File: src/rtl/seq_mult_pkg.sv
// Shared types for the sequential shift-and-add multiplier.
// Build option: SEQ_MULT_EARLY_EXIT_EN (see seq_mult.sv).
package seq_mult_pkg;

  typedef enum logic [1:0] {
    IDLE = 2'd0,
    RUN  = 2'd1,
    DONE = 2'd2
  } state_t;

  function automatic int cnt_w(input int w);
    return $clog2(w + 1);
  endfunction

endpackage

File: src/rtl/seq_mult_twos_neg.sv
// Conditional two's-complement negate: q = neg ? -d : d.
// Used for operand magnitudes and the product sign fix.
module twos_neg #(
  parameter int WIDTH = 8
) (
  input  logic             neg,
  input  logic [WIDTH-1:0] d,
  output logic [WIDTH-1:0] q
);

  assign q = neg ? (~d + WIDTH'(1)) : d;

endmodule

File: src/rtl/seq_mult.sv
// Radix-2 shift-and-add multiplier, signed/unsigned per operation.
// Define SEQ_MULT_EARLY_EXIT_EN to finish once the multiplier runs out of ones.
module seq_mult
  import seq_mult_pkg::*;
#(
  parameter int WIDTH = 8
) (
  input  logic               clk,
  input  logic               rst,
  input  logic               start,
  input  logic [WIDTH-1:0]   a_in,
  input  logic [WIDTH-1:0]   b_in,
  input  logic               signed_mode,
  output logic [2*WIDTH-1:0] out,
  output logic               finish,
  output logic               busy
);

  localparam int CW = cnt_w(WIDTH);
  localparam int PW = 2 * WIDTH;

  state_t           state;
  logic [WIDTH-1:0] mcand;
  logic [WIDTH-1:0] mplier;
  logic [WIDTH-1:0] a_mag;
  logic [WIDTH-1:0] b_mag;
  logic [PW-1:0]    acc;
  logic [PW-1:0]    addend;
  logic [PW-1:0]    acc_nxt;
  logic [PW-1:0]    prod;
  logic [CW-1:0]    cnt;
  logic             neg_flag;
  logic             sgn;
  logic             last;

  twos_neg #(.WIDTH(WIDTH)) u_neg_a (
    .neg (signed_mode & a_in[WIDTH-1]),
    .d   (a_in),
    .q   (a_mag)
  );

  twos_neg #(.WIDTH(WIDTH)) u_neg_b (
    .neg (signed_mode & b_in[WIDTH-1]),
    .d   (b_in),
    .q   (b_mag)
  );

  // Sign fix applies to the accumulator value including this edge's add.
  twos_neg #(.WIDTH(PW)) u_neg_p (
    .neg (sgn & neg_flag),
    .d   (acc_nxt),
    .q   (prod)
  );

  assign addend  = PW'(mcand) << cnt;
  assign acc_nxt = mplier[0] ? (acc + addend) : acc;

`ifdef SEQ_MULT_EARLY_EXIT_EN
  assign last = (mplier >> 1) == '0;
`else
  assign last = cnt == CW'(WIDTH - 1);
`endif

  always_ff @(posedge clk or posedge rst) begin
    if (rst) begin
      state    <= IDLE;
      mcand    <= '0;
      mplier   <= '0;
      acc      <= '0;
      cnt      <= '0;
      neg_flag <= 1'b0;
      sgn      <= 1'b0;
      out      <= '0;
      finish   <= 1'b0;
      busy     <= 1'b0;
    end else begin
      unique case (state)
        IDLE: begin
          if (start) begin
            mcand    <= a_mag;
            mplier   <= b_mag;
            sgn      <= signed_mode;
            neg_flag <= a_in[WIDTH-1] ^ b_in[WIDTH-1];
            acc      <= '0;
            cnt      <= '0;
            busy     <= 1'b1;
            state    <= RUN;
          end
        end
        RUN: begin
          acc    <= acc_nxt;
          mplier <= mplier >> 1;
          cnt    <= cnt + CW'(1);
          if (last) begin
            out    <= prod;
            finish <= 1'b1;
            state  <= DONE;
          end
        end
        DONE: begin
          finish <= 1'b0;
          busy   <= 1'b0;
          state  <= IDLE;
        end
        default: state <= IDLE;
      endcase
    end
  end

endmodule
File: config.mk
export PLATFORM = sky130hd
export DESIGN_NAME = seq_mult
export DESIGN_NICKNAME = d
export VERILOG_FILES = /design/src/rtl/seq_mult_pkg.sv /design/src/rtl/seq_mult_twos_neg.sv /design/src/rtl/seq_mult.sv
export SDC_FILE = /design/constraint.sdc
export NUM_CORES = 1
export LEC_CHECK = 0
export CORE_ASPECT_RATIO = 1.75
export CORE_MARGIN = 4
export CORE_UTILIZATION = 53
export CTS_CLUSTER_DIAMETER = 120
export CTS_CLUSTER_SIZE = 40
export DETAILED_ROUTE_END_ITERATION = 7
export GPL_TIMING_DRIVEN = 0
export PLACE_DENSITY_LB_ADDON = 0.15
export SLEW_MARGIN = 20
export SYNTH_ARGS = -nofsm -noshare
export SYNTH_HDL_FRONTEND = slang
export SYNTH_SLANG_ARGS = --single-unit
File: constraint.sdc
create_clock -name clk -period 3.8 [get_ports clk]
set_input_delay 0.76 -clock clk [delete_from_list [all_inputs] [get_ports clk]]
set_output_delay 0.76 -clock clk [all_outputs]
set_load 0.1 [all_outputs]
==> summary.md <==
The flow ran to the end, but the final reports show violations. The checks that failed: setup timing. The run gives 38 as the count of pins on the block boundary. STA classifies the critical path startpoint as a flip-flop. Synthesis produced a netlist with a net count of 514. For the final number of hold-violating endpoints, the log shows 0. In this run the worst hold path is classified as reg -> reg.

The maximum cell stage delay along the critical path came out at 440 ps. The tools report the area of the die as 9120 um2. Counting instances, the worst hold path has a depth of 2. Dividing the detail-routed wire length by the instance count gives 18.4 um. The maximum frequency from static timing analysis is 248 MHz, and the logic depth of the worst path, buffers included is 15. The number of antenna violations at the first check in global routing is 0, and the combined buffer and inverter count along the critical path is 1.

The core region area was 7280 um2; the first-pass iteration count of the detailed router was 5. The fraction of the yosys area taken by sequential cells was 36.0%; the arrival time of the worst setup path was 4240 ps. The cell family contributing the most delay on the critical path is simple AND/OR/NAND/NOR gates. Cells with a size suffix above 1 make up 18.2% of the layout. The period utilization is 106%, and the number of flops mapped to enable cells by yosys is 0.

In the synthesized netlist, the number of instances is 474. The mapped netlist covers 4030 um2. The first global-routing pass estimated 18300 um of wire. Actual transition at the worst max-transition pin: 972 ps. The number of violations of the max-capacitance limit is 0, and the count of placed standard cells in the final layout, fillers left out is 629. At the later pin of the worst-skew pair, clock insertion delay measures 340 ps. After the last flow step, the layout net total stands at 578. The signal on the critical path passes through buf_4, mux2i_4, mux2_2, nor3_4, ha_2, and3_2, a221oi_4, xnor2_1, mux2i_2, o2111ai_2, nor4_4, and3_4, a211o_1, and4_1, o31ai_2. Routability-driven placement finished with a final weighted congestion of 0.914.

After legalization and detailed placement, the total HPWL measured 8530 um. The number of cells traversed by the worst register-to-register path works out to 15. Cell with the largest stage delay on the worst path: dfrtp_2. The number of hold buffers added after CTS was 0. For this configuration, the core starts out at a cell density of 55.3%. Register clock-pin slew on the reported worst setup and hold paths: 50 ps. The placed instances occupy a cell area of 4540 um2.

Summing all non-filler instances in the final layout gives an area of 5250 um2. Synthesis instantiated 65 different standard cells from the library. Largest fanout on the critical path: 5.

Master cell of the clock root buffer: clkbuf_16. Counting tap cells, the placed design contains a total of 596 instances. The total clock sinks is 58. No sink is reached through more buffers than the 2 on the longest clock path. Between clock sinks in the finished design, the worst skew comes to 11.4 ps. The smallest clock period supported by the final layout is computed as 4030 ps.

The logs give 0 for the final count of pins violating max slew and -230 ps for the worst setup slack after layout. The share of synthesized registers carrying an async set or reset was 100%; the total track usage was 26.6%. The worst relative slew slack is 35.0%, and the detailed-route via count is 3882. After the first detailed-routing iteration, the DRC count stood at 287. The via count of the first global-routing pass was 3831. The tools report the required time reported for the critical path endpoint as 4010 ps. The floorplan step set the die width to 73.9 um.

The logs give 0 for the total number of yosys warnings and 0 for the DRC violation count after routing. Relative to the synthesized area, the layout overhead comes to 30.2%. The aggregate negative setup slack is -659 ps.

In the synthesized netlist the dominant register cell turns out to be dfrtp_1. At the end of the flow the core is filled with cells to 72.0%. The H-tree level count was 3; the number of nets still failing antenna checks after routing was 0.

The number of I/O port buffers came out at 36. TritonCTS built the clock tree. Synthesis inferred 58 register bits. Placement row count: 41.

The number of buffers created by CTS is 9. The tools report the type of element capturing the critical path as a flip-flop. A synthesized cell averages 8.50 um2.

After detailed routing, the total wire length is 11600 um. Setup violations remaining at the end of the flow were counted as 5. The number of diodes added for antenna fixing is 0.

The global-route congestion overflow total was 0; the die height was 123 um. The worst setup path is of the reg -> reg kind. Dividing the detail-routed via count by the number of cells gives 6.17. Setup repair after global routing could not meet its margin everywhere.

The pin count of the biggest net entering global routing came out at 59.
-- final timing paths --
| path | start | endpoint | slack [ps] |
|---|---|---|---|
| worst max register to register | cnt[0]$_DFFE_PP0P_ | out[15]$_DFFE_PP0P_ | -230 |
| min in group asynchronous | rst | mplier[3]$_DFFE_PP0P_ | 910 |
| worst min-delay path | out[3]$_DFFE_PP0P_ | out[3]$_DFFE_PP0P_ | 470 |
| worst max-delay path | cnt[0]$_DFFE_PP0P_ | out[15]$_DFFE_PP0P_ | -230 |
| max in group asynchronous | rst | cnt[0]$_DFFE_PP0P_ | 2370 |
| worst min register to register | out[3]$_DFFE_PP0P_ | out[3]$_DFFE_PP0P_ | 470 |
-- final cells by class --
cell class              instances  area, um2
clock buffers                   9        225
plain buffers                  23        109
well taps                      86        108
flip-flops and latches         58       1450
fillers                       559       2040
multi-input cells             379       2730
repair buffers                 54        495
inverters                      13       55.1
clock inverters                 7       70.1
-- tightest hold or removal path: cells and delay by family, from the launching register on --
family | cells | cell delay (ps)
flops | 1 | 340
compound gates | 1 | 50
simple gates | 1 | 40
-- cell usage after synthesis (all sizes together), types with 4 or more instances --
master / number / area [um2]
xnor2: 20 / 175
and3: 7 / 50.1
ha: 19 / 238
a21o: 5 / 37.5
mux2i: 17 / 174
a21oi: 30 / 150
mux2: 4 / 45.0
nor3: 11 / 60.1
nor2: 28 / 105
nor2b: 5 / 31.3
or3: 6 / 42.5
nand2: 64 / 240
inv: 12 / 45.0
nand3: 26 / 135
xor2: 13 / 114
clkbuf: 22 / 82.6
a31oi: 8 / 65.1
o31ai: 6 / 50.1
dfrtp: 58 / 1450
o21ai: 56 / 280
a22oi: 7 / 52.6
-- stage by stage --
step	hold WS (ps)	worst slack (ps)
after CTS	481	-232
after global placement	460	-614
after detailed placement	469	-707
final	471	-230
after global routing	502	-358
after floorplan	462	-67.4
-- state kept, by name, indices dropped and copies added (netlist names) --
register / cells
acc: 16
finish: 1
mplier: 8
cnt: 4
out: 16
mcand: 8
neg_flag: 1
sgn: 1
busy: 1
state: 2
-- cells in the final DEF, fill, tap and decap left out, types with 4 or more instances in the layout --
master / n
or3_1: 4
o31ai_1: 4
nand3_1: 25
o21ai_1: 5
ha_1: 14
clkinv_2: 4
clkdlybuf4s50_1: 36
a21o_1: 5
nor2_1: 27
mux2i_1: 11
a31oi_1: 6
nor3_1: 6
dfrtp_1: 57
a21oi_1: 27
mux2i_2: 4
xor2_1: 13
o21ai_0: 47
clkbuf_16: 9
and3_1: 4
nand2_1: 64
o21ai_2: 4
buf_4: 18
xnor2_1: 20
clkbuf_1: 16
inv_1: 10
a22oi_1: 7
-- repair_timing --
| item | CTS | global route |
|---|---|---|
| pin swaps | 8 | 12 |
| cloned | 0 | 0 |
| endpoints found under the setup margin | 15 | 10 |
| resized for setup | 42 | 24 |
| buffers inserted | 6 | 12 |
-- logic make-up (layout without fill, tap and decap cells) --
kind of cell	count (synthesis)	count (layout)	share of synthesized area [%]
buffers and inverters	37	106	3.48
xor gates and xnor gates	33	33	7.17
and+or+nand+nor	163	163	19.4
adders and majority gates	20	20	6.40
AOI/OAI and AO/OA	142	142	22.1
muxes	21	21	5.43
DFF	58	58	36.0
-- routing by layer --
layer / GRT usage (%) / share of wire (%) / routed length, um / vias to the layer above
met2: 51.1 / 57 / 6600 / 120
met4: 13.7 / 4.0 / 466 / 0
li1: - / - / - / 1854
met5: 0 / 0 / 0 / -
met3: 4.07 / 3.8 / 439 / 35
met1: 26.1 / 35 / 4080 / 1873
Power is not shown: default switching activity piles up to over one toggle a cycle in this logic, so the estimate is an artifact.
==> edit, RTL diff (same flow settings) <==
Build with the macro `SEQ_MULT_EARLY_EXIT_EN` defined.
--- a/src/rtl/seq_mult.sv
+++ b/src/rtl/seq_mult.sv
@@ -1,5 +1,7 @@
 // Radix-2 shift-and-add multiplier, signed/unsigned per operation.
 // Define SEQ_MULT_EARLY_EXIT_EN to finish once the multiplier runs out of ones.
+`define SEQ_MULT_EARLY_EXIT_EN
+
 module seq_mult
   import seq_mult_pkg::*;
 #(
Check against the original RTL: not equivalent (Yosys sat finds a counterexample within 4 cycles, from zero or initial values and one cycle with rst high).
==> edit against the original RTL <==
- the flow still finishes with violations (setup timing)
- setup slack gained 0.00087 ns
- routed wire length grew 30%
- count of clock-buffer cells in the layout did not move
- global-route usage increased by 1.7 points
- sequential cell count did not move
- synthesized area grew 8.9%
- utilization increased by 3.9 points
- critical path depth decreased by 2
- die area grew 8.1%
- cell area rose by 16%
- highest routed layer unchanged
Power is not shown: default switching activity piles up to over one toggle a cycle in this logic, so the estimate is an artifact.
==> edit: results (changes against the original RTL) <==
[cells_and_area]
sh_seq_area_pct=23.9  ; -3.8 points
buffer_area_share_pct=13.3  ; +1.8 points
buffers_excl_clock=101  ; +31%
fillers=567  ; +1.4%
nMultiInputCombCells=428  ; +13%
multi_input_area_um2=3290  ; +20%
inverters=18  ; +5
clock_cell_area_share_pct=5.76  ; +0.13 points

[floorplanning]
die-area_um2=9850  ; +8.1%

[grt]
grt_pass1_vias=4487  ; +17%
grt_util_met3_pct=4.34  ; +0.27 points
grt_first_pass_wirelength_um=21900  ; +20%
use_met2_pct=53.4  ; +2.3 points

[drt]
dr_total_vias=4709  ; +21%
met3_length_um=876  ; +100%
first_iter_violations=469  ; +63%
dr_wl_met2_um=7990  ; +21%

[status]
status=complete, but fails checks
violations=setup timing

[yosys]
yosys-mux-area-fraction_pct=5.50  ; +0.070 points
synth_cell_types=70  ; +7.7%
yosysSeqAreaShare_pct=33.1  ; -2.9 points
netlist_top_cells_area=dfrtp_1, o21ai_0, nand2_1, ha_1, xnor2_1
synth-compound-area-share_pct=23.5  ; +1.5 points
synth-xor-area-share_pct=5.39  ; -1.8 points
syn_nets=574  ; +12%
synth.avg_cell_area_um2=8.21  ; -3.4%

[setup_path]
cp_max_fo=8  ; +3

[timing]
finClkSkew_ns=0.00684  ; -0.00457 ns
setup-tns-final_ns=-0.899  ; -0.240 ns
setup_slack_ns=-0.229  ; +0.000870 ns
setup_viol=8  ; +3
worst_pin_slew_ns=0.979  ; +0.00682 ns

[placement]
pre_cts_ws_ns=-0.648  ; +0.0589 ns
place.gp.congestion=0.937  ; +2.5%
dp.cells=660  ; +11%

[clocking]
cts_setup_buffers=16  ; +10
ctsResizeCount=53  ; +26%

-- edit: critical path, cell delays in order (launching register included) --
cell and delay (ns):
dfrtp_1 0.39, buf_6 0.15, mux2i_4 0.22, mux2_2 0.30
nor3_1 0.41, ha_1 0.40, o211ai_4 0.15, o211a_4 0.29
o211ai_1 0.32, nand3_2 0.15, or4_4 0.55, o41ai_4 0.32
xor2_1 0.19, o21ai_1 0.07
-- edit: final timing paths --
path | from | end | slack (ns) | cells after the start
max in group asynchronous | rst | cnt[1]$_DFFE_PP0P_ | 2.38 | 2
max | cnt[0]$_DFFE_PP0P_ | out[13]$_DFFE_PP0P_ | -0.23 | 13
max reg2reg | cnt[0]$_DFFE_PP0P_ | out[13]$_DFFE_PP0P_ | -0.23 | 13
min in group asynchronous | rst | mplier[4]$_DFFE_PP0P_ | 0.90 | 2
min | out[6]$_DFFE_PP0P_ | out[6]$_DFFE_PP0P_ | 0.48 | 2
min reg2reg | out[6]$_DFFE_PP0P_ | out[6]$_DFFE_PP0P_ | 0.48 | 2
